[config.mk]
export PLATFORM = sky130hd
export DESIGN_NAME = serdesphy_i2c_slave
export DESIGN_NICKNAME = d
export VERILOG_FILES = /design/src/rtl/serdesphy_i2c_slave.sv
export SDC_FILE = /design/constraint.sdc
export NUM_CORES = 1
export LEC_CHECK = 0
export BUFFER_PORTS_ARGS = -buffer_cell sky130_fd_sc_hd__buf_2
export CAP_MARGIN = 20
export CORE_MARGIN = 2
export CORE_UTILIZATION = 29
export CTS_BUF_LIST = sky130_fd_sc_hd__clkbuf_8
export DETAILED_ROUTE_END_ITERATION = 10
export GPL_TIMING_DRIVEN = 0
export PLACE_DENSITY_LB_ADDON = 0.05
export SYNTH_ARGS = -nofsm -noshare
export SYNTH_HDL_FRONTEND = slang
export SYNTH_SLANG_ARGS = --single-unit
export TNS_END_PERCENT = 1
[constraint.sdc]
create_clock -name clk -period 5.15 [get_ports clk]
set_input_delay 1.545 -clock clk [delete_from_list [all_inputs] [get_ports clk]]
set_output_delay 1.545 -clock clk [all_outputs]
set_load 0.005 [all_outputs]
[src/rtl/serdesphy_i2c_slave.sv]
// serdesphy_i2c_slave
// I2C target front-end for the SerDes PHY control plane. Oversamples the raw
// SCL/SDA pins on the system clock, decodes START/STOP and bytes, and drives
// the single-cycle CSR register interface through an auto-incrementing
// register pointer.
//
// Ports:
//   clk          system clock (all logic on rising edge)
//   rst          synchronous active-high reset
//   scl_in       raw SCL pin level (asynchronous)
//   sda_in       raw SDA pin level (asynchronous)
//   sda_oe       1 pulls SDA low, 0 releases it (open-drain pad is external)
//   reg_addr     register pointer
//   reg_wdata    write data byte, held until the next write
//   reg_write_en one-cycle write strobe
//   reg_read_en  one-cycle read strobe
//   reg_rdata    read data, valid the cycle after reg_read_en
//   busy         high from a detected START to a detected STOP
module serdesphy_i2c_slave #(
   parameter logic [6:0] I2C_ADDR = 7'h42
) (
   input  logic       clk,
   input  logic       rst,
   input  logic       scl_in,
   input  logic       sda_in,
   output logic       sda_oe,
   output logic [7:0] reg_addr,
   output logic [7:0] reg_wdata,
   output logic       reg_write_en,
   output logic       reg_read_en,
   input  logic [7:0] reg_rdata,
   output logic       busy
);

   typedef enum logic [3:0] {
      ST_IDLE, ST_ADDR, ST_ADDR_ACK, ST_PTR, ST_PTR_ACK,
      ST_WDATA, ST_WDATA_ACK, ST_RDATA, ST_RDATA_ACK, ST_IGNORE
   } state_t;

   state_t     state_q, state_d;
   logic [1:0] scl_sync_q, scl_sync_d;
   logic [1:0] sda_sync_q, sda_sync_d;
   logic       scl_hist_q, scl_hist_d;
   logic       sda_hist_q, sda_hist_d;
   logic [2:0] cnt_q, cnt_d;
   logic [7:0] rx_q, rx_d;
   logic [7:0] tx_q, tx_d;
   logic       rw_q, rw_d;
   logic [7:0] ptr_q, ptr_d;
   logic [7:0] wdata_q, wdata_d;
   logic       we_q, we_d;
   logic       re_q, re_d;
   logic       cap_q, cap_d;      // reg_rdata is valid this cycle (one after re_q)
   logic       first_q, first_d;  // next RDATA fall drives the MSB of a fresh byte
   logic       sda_oe_q, sda_oe_d;
   logic       busy_q, busy_d;

   logic       scl_s, sda_s;
   logic       scl_rise, scl_fall, start_det, stop_det;
   logic [7:0] rx_byte;

   assign scl_s     = scl_sync_q[1];
   assign sda_s     = sda_sync_q[1];
   assign scl_rise  =  scl_s & ~scl_hist_q;
   assign scl_fall  = ~scl_s &  scl_hist_q;
   assign start_det =  scl_s &  sda_hist_q & ~sda_s;
   assign stop_det  =  scl_s & ~sda_hist_q &  sda_s;
   assign rx_byte   = {rx_q[6:0], sda_s};

   always_comb begin
      scl_sync_d = {scl_sync_q[0], scl_in};
      sda_sync_d = {sda_sync_q[0], sda_in};
      scl_hist_d = scl_s;
      sda_hist_d = sda_s;
      state_d    = state_q;
      cnt_d      = cnt_q;
      rx_d       = rx_q;
      tx_d       = tx_q;
      rw_d       = rw_q;
      ptr_d      = ptr_q;
      wdata_d    = wdata_q;
      we_d       = 1'b0;
      re_d       = 1'b0;
      cap_d      = re_q;
      first_d    = first_q;
      sda_oe_d   = sda_oe_q;
      busy_d     = busy_q;

      // Pointer advances the cycle after a write strobe, and together with
      // the TX capture two cycles after a read strobe.
      if (we_q) begin
         ptr_d = ptr_q + 8'd1;
      end
      if (cap_q) begin
         tx_d  = reg_rdata;
         ptr_d = ptr_q + 8'd1;
      end

      if (start_det) begin
         state_d  = ST_ADDR;
         cnt_d    = 3'd0;
         busy_d   = 1'b1;
         sda_oe_d = 1'b0;
         first_d  = 1'b0;
      end else if (stop_det) begin
         state_d  = ST_IDLE;
         sda_oe_d = 1'b0;
         busy_d   = 1'b0;
      end else begin
         case (state_q)
            ST_ADDR, ST_PTR, ST_WDATA: begin
               if (scl_rise) begin
                  rx_d  = rx_byte;
                  cnt_d = cnt_q + 3'd1;
                  if (cnt_q == 3'd7) begin
                     if (state_q == ST_ADDR) begin
                        if (rx_byte[7:1] == I2C_ADDR) begin
                           state_d = ST_ADDR_ACK;
                           rw_d    = rx_byte[0];
                           re_d    = rx_byte[0];
                        end else begin
                           state_d = ST_IGNORE;
                        end
                     end else if (state_q == ST_PTR) begin
                        ptr_d   = rx_byte;
                        state_d = ST_PTR_ACK;
                     end else begin
                        we_d    = 1'b1;
                        wdata_d = rx_byte;
                        state_d = ST_WDATA_ACK;
                     end
                  end
               end
            end
            // First fall after the byte asserts the ACK; sda_oe_q tells the
            // two fall events of the ACK bit apart.
            ST_ADDR_ACK, ST_PTR_ACK, ST_WDATA_ACK: begin
               if (scl_fall) begin
                  if (!sda_oe_q) begin
                     sda_oe_d = 1'b1;
                  end else begin
                     cnt_d    = 3'd0;
                     sda_oe_d = 1'b0;
                     if (state_q == ST_ADDR_ACK && rw_q) begin
                        sda_oe_d = ~tx_q[7];
                        tx_d     = {tx_q[6:0], 1'b0};
                        cnt_d    = 3'd1;
                        state_d  = ST_RDATA;
                     end else if (state_q == ST_ADDR_ACK) begin
                        state_d = ST_PTR;
                     end else begin
                        state_d = ST_WDATA;
                     end
                  end
               end
            end
            // cnt_q counts bits already driven; wrapping to 0 means all 8 are out.
            ST_RDATA: begin
               if (scl_fall) begin
                  if (first_q || cnt_q != 3'd0) begin
                     sda_oe_d = ~tx_q[7];
                     tx_d     = {tx_q[6:0], 1'b0};
                     cnt_d    = cnt_q + 3'd1;
                     first_d  = 1'b0;
                  end else begin
                     sda_oe_d = 1'b0;
                     state_d  = ST_RDATA_ACK;
                  end
               end
            end
            ST_RDATA_ACK: begin
               if (scl_rise) begin
                  if (!sda_s) begin
                     re_d    = 1'b1;
                     cnt_d   = 3'd0;
                     first_d = 1'b1;
                     state_d = ST_RDATA;
                  end else begin
                     state_d = ST_IGNORE;
                  end
               end
            end
            default: begin
            end
         endcase
      end
   end

   always_ff @(posedge clk) begin
      if (rst) begin
         state_q    <= ST_IDLE;
         scl_sync_q <= 2'b11;
         sda_sync_q <= 2'b11;
         scl_hist_q <= 1'b1;
         sda_hist_q <= 1'b1;
         cnt_q      <= 3'd0;
         rx_q       <= 8'h00;
         tx_q       <= 8'h00;
         rw_q       <= 1'b0;
         ptr_q      <= 8'h00;
         wdata_q    <= 8'h00;
         we_q       <= 1'b0;
         re_q       <= 1'b0;
         cap_q      <= 1'b0;
         first_q    <= 1'b0;
         sda_oe_q   <= 1'b0;
         busy_q     <= 1'b0;
      end else begin
         state_q    <= state_d;
         scl_sync_q <= scl_sync_d;
         sda_sync_q <= sda_sync_d;
         scl_hist_q <= scl_hist_d;
         sda_hist_q <= sda_hist_d;
         cnt_q      <= cnt_d;
         rx_q       <= rx_d;
         tx_q       <= tx_d;
         rw_q       <= rw_d;
         ptr_q      <= ptr_d;
         wdata_q    <= wdata_d;
         we_q       <= we_d;
         re_q       <= re_d;
         cap_q      <= cap_d;
         first_q    <= first_d;
         sda_oe_q   <= sda_oe_d;
         busy_q     <= busy_d;
      end
   end

   assign sda_oe       = sda_oe_q;
   assign reg_addr     = ptr_q;
   assign reg_wdata    = wdata_q;
   assign reg_write_en = we_q;
   assign reg_read_en  = re_q;
   assign busy         = busy_q;

endmodule

After elaboration in Yosys (flattened, before gate mapping)
Index checks and enable logic that the tools add are counted.
Widths: inputs -> output; s select.
Word-level totals
  bits in registers: 51
  output and inout bits: 20
  logic and storage cells: 149
Operators by class
  add/sub/neg operators: 2
  equal/unequal tests: 26
  multiplexer cells: 64
  bitwise gates (word level): 18
  reductions and logical operators: 21
Operators by type and width (count)
  $mux 8: 17
  $mux 4: 10
  $ne 4x4->1 const B: 7
  $mux 3: 9
  $mux 1: 21
  $ne 2x2->1 const B: 9
  $eq 4x3->1 const B: 4
  $pmux 4 s4: 1
  $pmux 8 s2: 1
  $reduce_and 8->1: 2
  $reduce_and 7->1: 2
  $not 1->1: 12
  $pmux 3 s4: 1
  $reduce_and 9->1: 1
  $reduce_or 3->1: 3
  $add 8x1->8 const B: 1
  $eq 4x2->1 const B: 2
  $eq 7x7->1 const B: 1
  $reduce_or 7->1: 1
  $and 1x1->1: 6
  $pmux 1 s2: 3
  $reduce_and 6->1: 1
  $reduce_bool 2->1: 3
  $reduce_bool 6->1: 1
  other kinds (12): 12

Longest topological paths before layout
  word-level depth: 10
  mapped depth: 8
  gate-level depth less buffers: 7

Worst setup path before layout
Ideal clock, no wire load.
  path kind: input-to-reg
  from: input rst
  to: register tx_q[1]
  setup time: 0.070 ns
  arrival time: 2.240 ns
  slack: 2.840 ns
  stages on the path: 4
  path through: a21oi_1 -> and2_1 -> clkbuf_1 -> o2bb2ai_1
RTL lines
  start, declared: line 23  | input logic rst,
  end signal, assigned: line 216  | tx_q <= tx_d;
  end, declared: line 47  | logic [7:0] tx_q, tx_d;

==> run_results.csv <==
group,metric,value,unit
setup_path,cp.buffers_inverters,2,
yosys,ys_ff_latch,51,
detailed_routing,drt-total-wl,6350,µm
setup_path,worstSetupEndpointType,"flop",
yosys,syn_area,2580,µm²
setup_path,critical_path.max_stage_delay,0.41,ns
layout,syn2layout_area_growth,15.0,%
sta,final-hold-violation-count,0,
job,cap_violations,0,
power_and_ir_drop,leakagePower,1.20,nW
sta,fmax,395,MHz
sta,holdWs,0.417,ns
clock_network,htree_levels,2,
clock_network,clockBufferDepth,2,
layout,fin_util,34.2,%
layout,final_cells,429,
placed_design,gp_congestion,0.806,
clock_network,cts_root_buffer,"clkbuf_8",
clock_network,cts_tree,"built",
clock_network,path_clk_slew,0.10,ns
setup_path,cp-start-kind,"primary input",
clock_network,cts_setup_buffers,0,
yosys,syn_inst,282,
placed_design,port_buffers,31,
sta,finClkSkew,0.00966,ns
setup_path,crit_fanout,7,
layout,seq_area,1020,µm²
grt,grt_max_degree,17,
grt,grt_pass1_wl,11000,µm
detailed_routing,drc,0,
yosys,ys_async_sr_fraction,0,%
sta,finalCriticalPeriod,2.53,ns
grt,grt_usage,14.0,%
layout,drive_gt1_share,20.2,%
detailed_routing,final_antenna_net_count,0,
placed_design,dp_cells,421,
detailed_routing,firstDrtPassIters,4,
sta,rsz0062_at_grt,"false",
status,outcome,"complete, no violations",
layout,num_antenna_cells,0,
power_and_ir_drop,irDropWorstVdd,0.000138,V
sta,final.period_utilization,49.2,%
yosys,yosysSeqAreaShare,39.5,%
yosys,synth_nets,298,
layout,multi_input_area,1430,µm²
setup_path,critical_path.top_delay_family,"compound AO/OA/AOI/OAI gates",
clock_network,insertion_delay,0.31,ns
clock_network,cts-hold-fix-buffers,0,
clock_network,cts_sinks,51,
sta,maxSlewHeadroom,55.5,%
grt,antenna_found_initial,0,
yosys,synth_flop_cell,"dfxtp_1",
layout,final_cell_mix,"dfxtp_1 (51), buf_2 (36), nor2_1 (36)",
setup_path,arrival,2.77,ns
setup_path,path_class,"in -> reg",
die,initial_core_util,29.8,%
detailed_routing,dr_total_vias,2058,
yosys,synth.distinct_cells,59,
die,die_h,98.4,µm
die,rows,34,
detailed_routing,vias_per_cell,4.80,
placed_design,hpwlAfterDp,4600,µm
sta,slew_violations,0,
grt,grt_pass1_vias,2129,
min_path,hold_path.class,"reg -> reg",
detailed_routing,detail_route.wl_per_cell,14.8,µm
clock_network,cts_made_buffers,5,
die,die-area,9680,µm²
clock_network,cts-resized-gates,0,
layout,fillers,978,
setup_path,crit_slowest_cell,"a21oi_1",
grt,gr-total-overflow,0,
layout,layout_commonest_cell,"dfxtp_1",
yosys,avgSynthCellArea,9.16,µm²
sta,setup-violations-final,0,
power_and_ir_drop,power.density,232,nW/µm²
sta,setup_tns,0,ns
die,core_area,8680,µm²
sta,tightest_slew,0.667,ns
yosys,synth_edf_count,0,
yosys,yosys_warnings,0,
die,ios,32,
layout,layout.nets,336,
setup_path,critPathRequiredTime,5.39,ns
detailed_routing,drtIter0Drc,90,
die,chipWidth,98.4,µm
setup_path,cp_cell_sequence,"buf_2 -> a21oi_1 -> and2_1 -> clkbuf_1 -> o2bb2ai_1",
## path summary, 6_finish.rpt
| path | startpoint | end | slack [ns] | cells after the start |
|---|---|---|---|---|
| worst min-delay path | sda_sync_q[0] | sda_sync_q[1] | 0.42 | 1 |
| worst min register to register | sda_sync_q[0] | sda_sync_q[1] | 0.42 | 1 |
| worst max register to register | cnt_q[0] | state_q[2] | 3.14 | 7 |
| worst max-delay path | rst | tx_q[2] | 2.62 | 5 |
## per-stage QoR
step	setup slack, ns	total power [mW]	area (µm²)
floorplan	2.84	0.433	2580
global placement	2.29	0.448	2870
detailed placement	2.32	0.448	2870
CTS	2.62	0.705	2970
global route	2.53	0.725	2970
finish	2.62	0.690	2970
## cells by family (layout without fill, tap and decap cells)
logic type               Yosys count  in the layout  share of synthesized area (%)
AND/OR/NAND/NOR                  110            110                           23.8
adder cells (fa/ha/maj)            4              4                           1.94
XOR/XNOR                           9              9                           3.05
multiplexers                      29             29                           11.3
AO/OA/AOI/OAI                     53             53                           15.4
buffers and inverters             26             65                           5.04
flip-flops                        51             51                           39.5
## registers in the layout (all words and copies together), names as in the netlist, 2 cells and up
signal / count
cnt_q: 3
state_q: 4
rx_q: 7
reg_addr: 8
scl_sync_q: 2
tx_q: 8
sda_sync_q: 2
reg_wdata: 8
## cells in the mapped netlist (7+ instances only)
| cell type | count | area [µm²] |
|---|---|---|
| a21oi_1 | 10 | 50.1 |
| or2_2 | 7 | 43.8 |
| mux2i_1 | 28 | 280 |
| nor2b_1 | 7 | 43.8 |
| dfxtp_1 | 51 | 1020 |
| o2bb2ai_1 | 7 | 61.3 |
| nor2_1 | 36 | 135 |
| clkbuf_1 | 9 | 33.8 |
| o21ai_0 | 11 | 55.1 |
| nand2_1 | 15 | 56.3 |
## where the power goes
group	internal (mW)	total, mW	switching (mW)
registers	0.398	0.400	0.00276
logic	0.0147	0.0376	0.0229
clock network	0.110	0.252	0.142
total	0.523	0.690	0.167
## routing by layer
| metal | track usage [%] | routed length (µm) |
|---|---|---|
| met5 | 0 | 0 |
| met4 | 4.74 | 57 |
| met3 | 2.65 | 233 |
| met2 | 20.0 | 2670 |
| met1 | 21.0 | 3390 |
## area by class of cell
type                    instances  share of cell area, %
repair buffers                 31                   5.22
plain buffers                  20                   3.62
multi-input cells             205                   48.2
clock buffers                   6                   2.78
clock inverters                 2                  0.463
inverters                       6                  0.758
flip-flops and latches         51                   34.4
well taps                     108                   4.55
## worst register-to-register path: stages, from the launching register on
cell       delay, ns
dfxtp_1         0.32
inv_1           0.09
ha_1            0.15
or3b_4          0.40
nand2_4         0.10
o2111ai_4       0.19
or4_1           0.55
a21oi_1         0.14
Power figures use the tool's default switching activity.
